<file path="src/rtl/div_pkg.sv">
// rtl/div_pkg.sv - shared state encoding, counter sizing and divide-by-zero constants for the radix-2 divider
package div_pkg;

    typedef enum logic [1:0] {
        IDLE = 2'd0,
        CALC = 2'd1,
        DONE = 2'd2
    } div_state_e;

    function automatic int cnt_width(input int width);
        return $clog2(width + 1);
    endfunction

    // Sliced down to DATA_WIDTH by the user; wide enough for the largest legal width.
    localparam logic [63:0] DBZ_QUOTIENT = '1;
    localparam logic        DBZ_FLAG     = 1'b1;

endpackage

</file>
<file path="src/rtl/radix2_div_ctrl.sv">
// rtl/radix2_div_ctrl.sv - IDLE/CALC/DONE sequencer for the radix-2 divider
module radix2_div_ctrl
    import div_pkg::*;
(
    input  logic clk_i,
    input  logic rst_ni,
    input  logic start_i,
    input  logic div_zero_i,
    input  logic calc_last_i,
    output logic accept_o,
    output logic busy_o,
    output logic done_o
);

    div_state_e state_q, state_d;

    always_ff @(posedge clk_i or negedge rst_ni) begin
        if (!rst_ni) begin
            state_q <= IDLE;
        end else begin
            state_q <= state_d;
        end
    end

    // IDLE and DONE share the same acceptance behaviour, which gives back-to-back starts.
    always_comb begin
        state_d  = state_q;
        accept_o = 1'b0;
        case (state_q)
            CALC: begin
                if (calc_last_i) begin
                    state_d = DONE;
                end
            end
            default: begin
                if (start_i) begin
                    accept_o = 1'b1;
                    state_d  = div_zero_i ? DONE : CALC;
                end else begin
                    state_d  = IDLE;
                end
            end
        endcase
    end

    assign busy_o = (state_q == CALC);
    assign done_o = (state_q == DONE);

endmodule

</file>
<file path="src/rtl/radix2_divider.sv">
// rtl/radix2_divider.sv - restoring radix-2 divider datapath; define RADIX2_DIVIDER_SIGNED_EN for signed_op support
module radix2_divider
    import div_pkg::*;
#(
    parameter int DATA_WIDTH = 32
) (
    input  logic                  CLK,
    input  logic                  RST,
    input  logic                  start,
    input  logic [DATA_WIDTH-1:0] Operand1,
    input  logic [DATA_WIDTH-1:0] Operand2,
    input  logic                  signed_op,
    output logic [DATA_WIDTH-1:0] quotient,
    output logic [DATA_WIDTH-1:0] remainder,
    output logic                  busy,
    output logic                  done,
    output logic                  div_by_zero
);

    localparam int W  = DATA_WIDTH;
    localparam int CW = cnt_width(DATA_WIDTH);
    localparam logic [CW-1:0] CNT_LAST = CW'(DATA_WIDTH - 1);
    localparam logic [CW-1:0] CNT_W    = CW'(DATA_WIDTH);

    logic          accept, calc_last, div_zero;
    logic [W-1:0]  div_q, div_d, q_q, q_d, r_q, r_d;
    logic [W-1:0]  quot_q, quot_d, rem_q, rem_d;
    logic [CW-1:0] cnt_q, cnt_d;
    logic          dbz_q, dbz_d;
    logic [W-1:0]  a_mag, b_mag;
    logic [W:0]    trial, diff;
    logic [W-1:0]  iter_q, iter_r;

    assign div_zero = (Operand2 == '0);

`ifdef RADIX2_DIVIDER_SIGNED_EN
    logic sfix_q, sfix_d, qneg_q, qneg_d, rneg_q, rneg_d;
    logic a_neg, b_neg;

    assign a_neg     = signed_op & Operand1[W-1];
    assign b_neg     = signed_op & Operand2[W-1];
    assign a_mag     = a_neg ? -Operand1 : Operand1;
    assign b_mag     = b_neg ? -Operand2 : Operand2;
    // Signed runs spend one more CALC cycle (counter == W) applying the result signs.
    assign calc_last = sfix_q ? (cnt_q == CNT_W) : (cnt_q == CNT_LAST);
`else
    logic unused_signed_op;

    assign unused_signed_op = signed_op;
    assign a_mag            = Operand1;
    assign b_mag            = Operand2;
    assign calc_last        = (cnt_q == CNT_LAST);
`endif

    // The partial remainder stays below the divisor, so bit W of diff is a clean borrow.
    assign trial  = {r_q, q_q[W-1]};
    assign diff   = trial - {1'b0, div_q};
    assign iter_r = diff[W] ? trial[W-1:0] : diff[W-1:0];
    assign iter_q = {q_q[W-2:0], ~diff[W]};

    radix2_div_ctrl u_ctrl (
        .clk_i       (CLK),
        .rst_ni      (RST),
        .start_i     (start),
        .div_zero_i  (div_zero),
        .calc_last_i (calc_last),
        .accept_o    (accept),
        .busy_o      (busy),
        .done_o      (done)
    );

    always_comb begin
        div_d  = div_q;
        q_d    = q_q;
        r_d    = r_q;
        cnt_d  = cnt_q;
        quot_d = quot_q;
        rem_d  = rem_q;
        dbz_d  = dbz_q;
`ifdef RADIX2_DIVIDER_SIGNED_EN
        sfix_d = sfix_q;
        qneg_d = qneg_q;
        rneg_d = rneg_q;
`endif
        if (accept) begin
            div_d = b_mag;
            q_d   = a_mag;
            r_d   = '0;
            cnt_d = '0;
`ifdef RADIX2_DIVIDER_SIGNED_EN
            sfix_d = signed_op;
            qneg_d = a_neg ^ b_neg;
            rneg_d = a_neg;
`endif
            if (div_zero) begin
                quot_d = DBZ_QUOTIENT[W-1:0];
                rem_d  = Operand1;
                dbz_d  = DBZ_FLAG;
            end
        end else if (busy) begin
            if (cnt_q != CNT_W) begin
                q_d   = iter_q;
                r_d   = iter_r;
                cnt_d = cnt_q + CW'(1);
            end
            if (calc_last) begin
                quot_d = iter_q;
                rem_d  = iter_r;
                dbz_d  = 1'b0;
`ifdef RADIX2_DIVIDER_SIGNED_EN
                if (sfix_q) begin
                    quot_d = qneg_q ? -q_q : q_q;
                    rem_d  = rneg_q ? -r_q : r_q;
                end
`endif
            end
        end
    end

    always_ff @(posedge CLK or negedge RST) begin
        if (!RST) begin
            div_q  <= '0;
            q_q    <= '0;
            r_q    <= '0;
            cnt_q  <= '0;
            quot_q <= '0;
            rem_q  <= '0;
            dbz_q  <= 1'b0;
        end else begin
            div_q  <= div_d;
            q_q    <= q_d;
            r_q    <= r_d;
            cnt_q  <= cnt_d;
            quot_q <= quot_d;
            rem_q  <= rem_d;
            dbz_q  <= dbz_d;
        end
    end

`ifdef RADIX2_DIVIDER_SIGNED_EN
    always_ff @(posedge CLK or negedge RST) begin
        if (!RST) begin
            sfix_q <= 1'b0;
            qneg_q <= 1'b0;
            rneg_q <= 1'b0;
        end else begin
            sfix_q <= sfix_d;
            qneg_q <= qneg_d;
            rneg_q <= rneg_d;
        end
    end
`endif

    assign quotient    = quot_q;
    assign remainder   = rem_q;
    assign div_by_zero = dbz_q;

endmodule

</file>
<file path="config.mk">
export PLATFORM = sky130hd
export DESIGN_NAME = radix2_divider
export DESIGN_NICKNAME = d
export VERILOG_FILES = /design/src/rtl/div_pkg.sv /design/src/rtl/radix2_div_ctrl.sv /design/src/rtl/radix2_divider.sv
export SDC_FILE = /design/constraint.sdc
export NUM_CORES = 1
export LEC_CHECK = 0
export ABC_CLOCK_PERIOD_IN_PS = 8000
export BUFFER_PORTS_ARGS = -buffer_cell sky130_fd_sc_hd__clkbuf_2
export CAP_MARGIN = 30
export CORE_MARGIN = 4
export CORE_UTILIZATION = 62
export CTS_CLUSTER_SIZE = 14
export DETAILED_ROUTE_END_ITERATION = 12
export MAX_ROUTING_LAYER = met4
export PLACE_DENSITY = 0.9
export SYNTH_ARGS = -nofsm -noshare
export SYNTH_HDL_FRONTEND = slang
export SYNTH_HIERARCHICAL = 1
export SYNTH_SLANG_ARGS = --single-unit
</file>
<file path="constraint.sdc">
create_clock -name CLK -period 8 [get_ports CLK]
set_clock_uncertainty 0.05 [all_clocks]
set_input_delay 0.8 -clock CLK [delete_from_list [all_inputs] [get_ports CLK]]
set_output_delay 0.8 -clock CLK [all_outputs]
set_load 0.02 [all_outputs]
</file>
==> metrics.txt <==
hpwl dp=16.6 mm; EDFF count, synth=0; area occupied by multi-input gates=0.00447 mm2; Post-Synthesis Cell Area=0.00912 mm2; die area=0.0167 mm2; GRT Resource Usage Total=0.304; f_max=256 MHz; final hold viol count=0; TritonCTS clock tree=built; r2r startpoint=q_q[31]; sequential area share after synthesis=0.464; antenna violation net count after detailed routing=0; crit-path max FO=16; min Tclk post-route=3900 ps; Worst Setup Start Kind=flop; starting density of the core=0.630; Sequential cell area=0.00423 mm2; vias in the first global route=7,964; drt via density=6.16; H-tree depth=4; Routed wire per std cell=18.2 um; YS warnings=6; postcts setup bufs=0; Min-Delay Path Class=input pin to asynchronous set/reset pin; root buffer cell=clkbuf_16; grt total ovfl=0; drt initial violations=886; die width=129 um; pin count of the biggest net entering global routing=111; clk slew on worst S/H paths=70 ps; crit path launch=q_q[31]; Worst EP arrival=4180 ps; number of port buffers=133; WL final=24.7 mm; WP data required=8280 ps; setup TNS=0 ps; Diodes inserted=0; Inserted Clock Buffers=17; Slew HR=0.380; post-synth cell types=61; Mapped Cells=1,054; worst skew pair latency=440 ps; critical path class=flop to flop; area delta synth->final=14.9%; Yosys reg bits=169; drt pass-1 iters=5; Post-CTS Hold Fix Bufs=0; Max Root-Sink Buffers=2; vias=8,331; RSZ-0062 raised after global routing=no; global-route wire length before repair=38.9 mm; post-route clock period utilization=0.488; fin nets=1,258; initial antenna violation count=0; Pins Over Slew Limit=0; max-cap violations=0; cell row count=44; syn_area_per_cell=8.65 um2; async set or reset register ratio after synthesis=1.00; Filler Cell Count=1,077; status=finished, final reports clean; Die Y=129 um; gpl congestion=0.897; net count after synthesis=1,157; DRC=0; clk sinks=169; Final setup viols=0; worst-margin pin slew=930 ps; layout cells sized above 1=0.178; Most used DFF post-synth=dfrtp_1; CP Capture Type=flop; post_cts resized=0; I/O Pins=135; core area=0.0145 mm2
## synthesized netlist by cell type (6+ instances only)
cell type	instances	area, um2
a211oi_1	15	113
a21o_1	13	97.6
a21oi_1	51	255
a31oi_1	39	244
and2_1	8	50.1
buf_2	8	40.0
clkbuf_1	50	188
dfrtp_1	169	4230
ha_1	34	425
inv_1	44	165
mux2_2	16	180
mux2i_1	17	170
nand2_1	201	754
nand2b_1	7	43.8
nand3_1	39	195
nand4_1	9	56.3
nor2_1	111	417
nor3_1	9	45.0
nor4_1	8	50.1
o211ai_1	6	45.0
o21a_1	6	45.0
o21ai_0	91	455
o21bai_1	6	45.0
xnor2_1	14	123
xor2_1	18	158
## critical path, cell delays in order (launching register included)
cell	delay [ps]
dfrtp_1	440
inv_1	70
ha_1	220
fa_1	410
nand2b_1	180
a21oi_1	290
o211ai_1	220
a21oi_2	310
o21ai_4	130
xnor2_2	440
buf_4	330
mux2i_1	310
a21oi_1	110
mux2_2	290
## layout by cell type (no fill, tap or decap), drive strengths merged, types with 5 or more instances in the layout
| master | count |
|---|---|
| a211oi | 15 |
| a21o | 13 |
| a21oi | 54 |
| a221oi | 5 |
| a31oi | 39 |
| and2 | 8 |
| buf | 13 |
| clkbuf | 149 |
| dfrtp | 169 |
| ha | 34 |
| inv | 55 |
| mux2 | 16 |
| mux2i | 17 |
| nand2 | 201 |
| nand2b | 8 |
| nand3 | 39 |
| nand4 | 9 |
| nor2 | 111 |
| nor3 | 9 |
| nor4 | 8 |
| o211ai | 6 |
| o21a | 6 |
| o21ai | 95 |
| o21bai | 6 |
| or3 | 5 |
| xnor2 | 15 |
| xor2 | 18 |
## cells by family (layout without fill, tap and decap cells)
kind of cell             count (synthesis)  count (layout)  share of synthesized area
multiplexers                            33              33                     0.0384
flip-flops                             169             169                      0.464
adder cells (fa/ha/maj)                 35              35                     0.0489
AND/OR/NAND/NOR                        409             409                      0.191
buffers and inverters                  109             223                     0.0468
XOR/XNOR                                33              33                     0.0325
AO/OA/AOI/OAI                          266             266                      0.179
## worst paths after layout
check / to / slack (ps) / cells after the start
hold reg to reg: quotient[7] / 450 / 2
setup / recovery: remainder[19] / 4100 / 13
hold / removal: div_q[5] / 400 / 1
setup reg to reg: remainder[19] / 4100 / 13
max in group asynchronous: q_q[20] / 6020 / 2
min in group CLK: quotient[7] / 450 / 2
## registers in the layout (all words and copies together), names as in the netlist
register and flops:
quotient 32, remainder 32, q_q 32, div_q 32, u_ctrl/state_q 2, cnt_q 6
div_by_zero 1, r_q 32
## metal layers
metal	vias to the layer above	part of all wire	track usage
li1	3843	-	-
met1	4021	0.40	0.379
met2	389	0.50	0.493
met3	78	0.070	0.0470
met4	0	0.038	0.137
met5	-	0	-
## metrics by stage
| stage | utilization | instance area, um2 | instances | hold WS, ps | setup WS [ps] |
|---|---|---|---|---|---|
| floorplan | - | 9120 | 1054 | 417 | 5000 |
| global placement | 0.680 | 9840 | 1317 | 430 | 4120 |
| detailed placement | 0.681 | 9860 | 1318 | 430 | 4160 |
| CTS | 0.721 | 10400 | 1350 | 450 | 4110 |
| global route | 0.724 | 10500 | 1352 | 467 | 3850 |
| finish | 0.724 | 10500 | 1352 | 402 | 4100 |
## cell type report
class,instances,area share
Multi-Input combinational cell,776,0.427
Sequential cell,169,0.404
Timing Repair Buffer,145,0.0758
Clock buffer,17,0.0406
Tap cell,184,0.0220
Inverter,46,0.0165
Clock inverter,15,0.0148
Power is not shown: default switching activity piles up to over one toggle a cycle in this logic, so the estimate is an artifact.
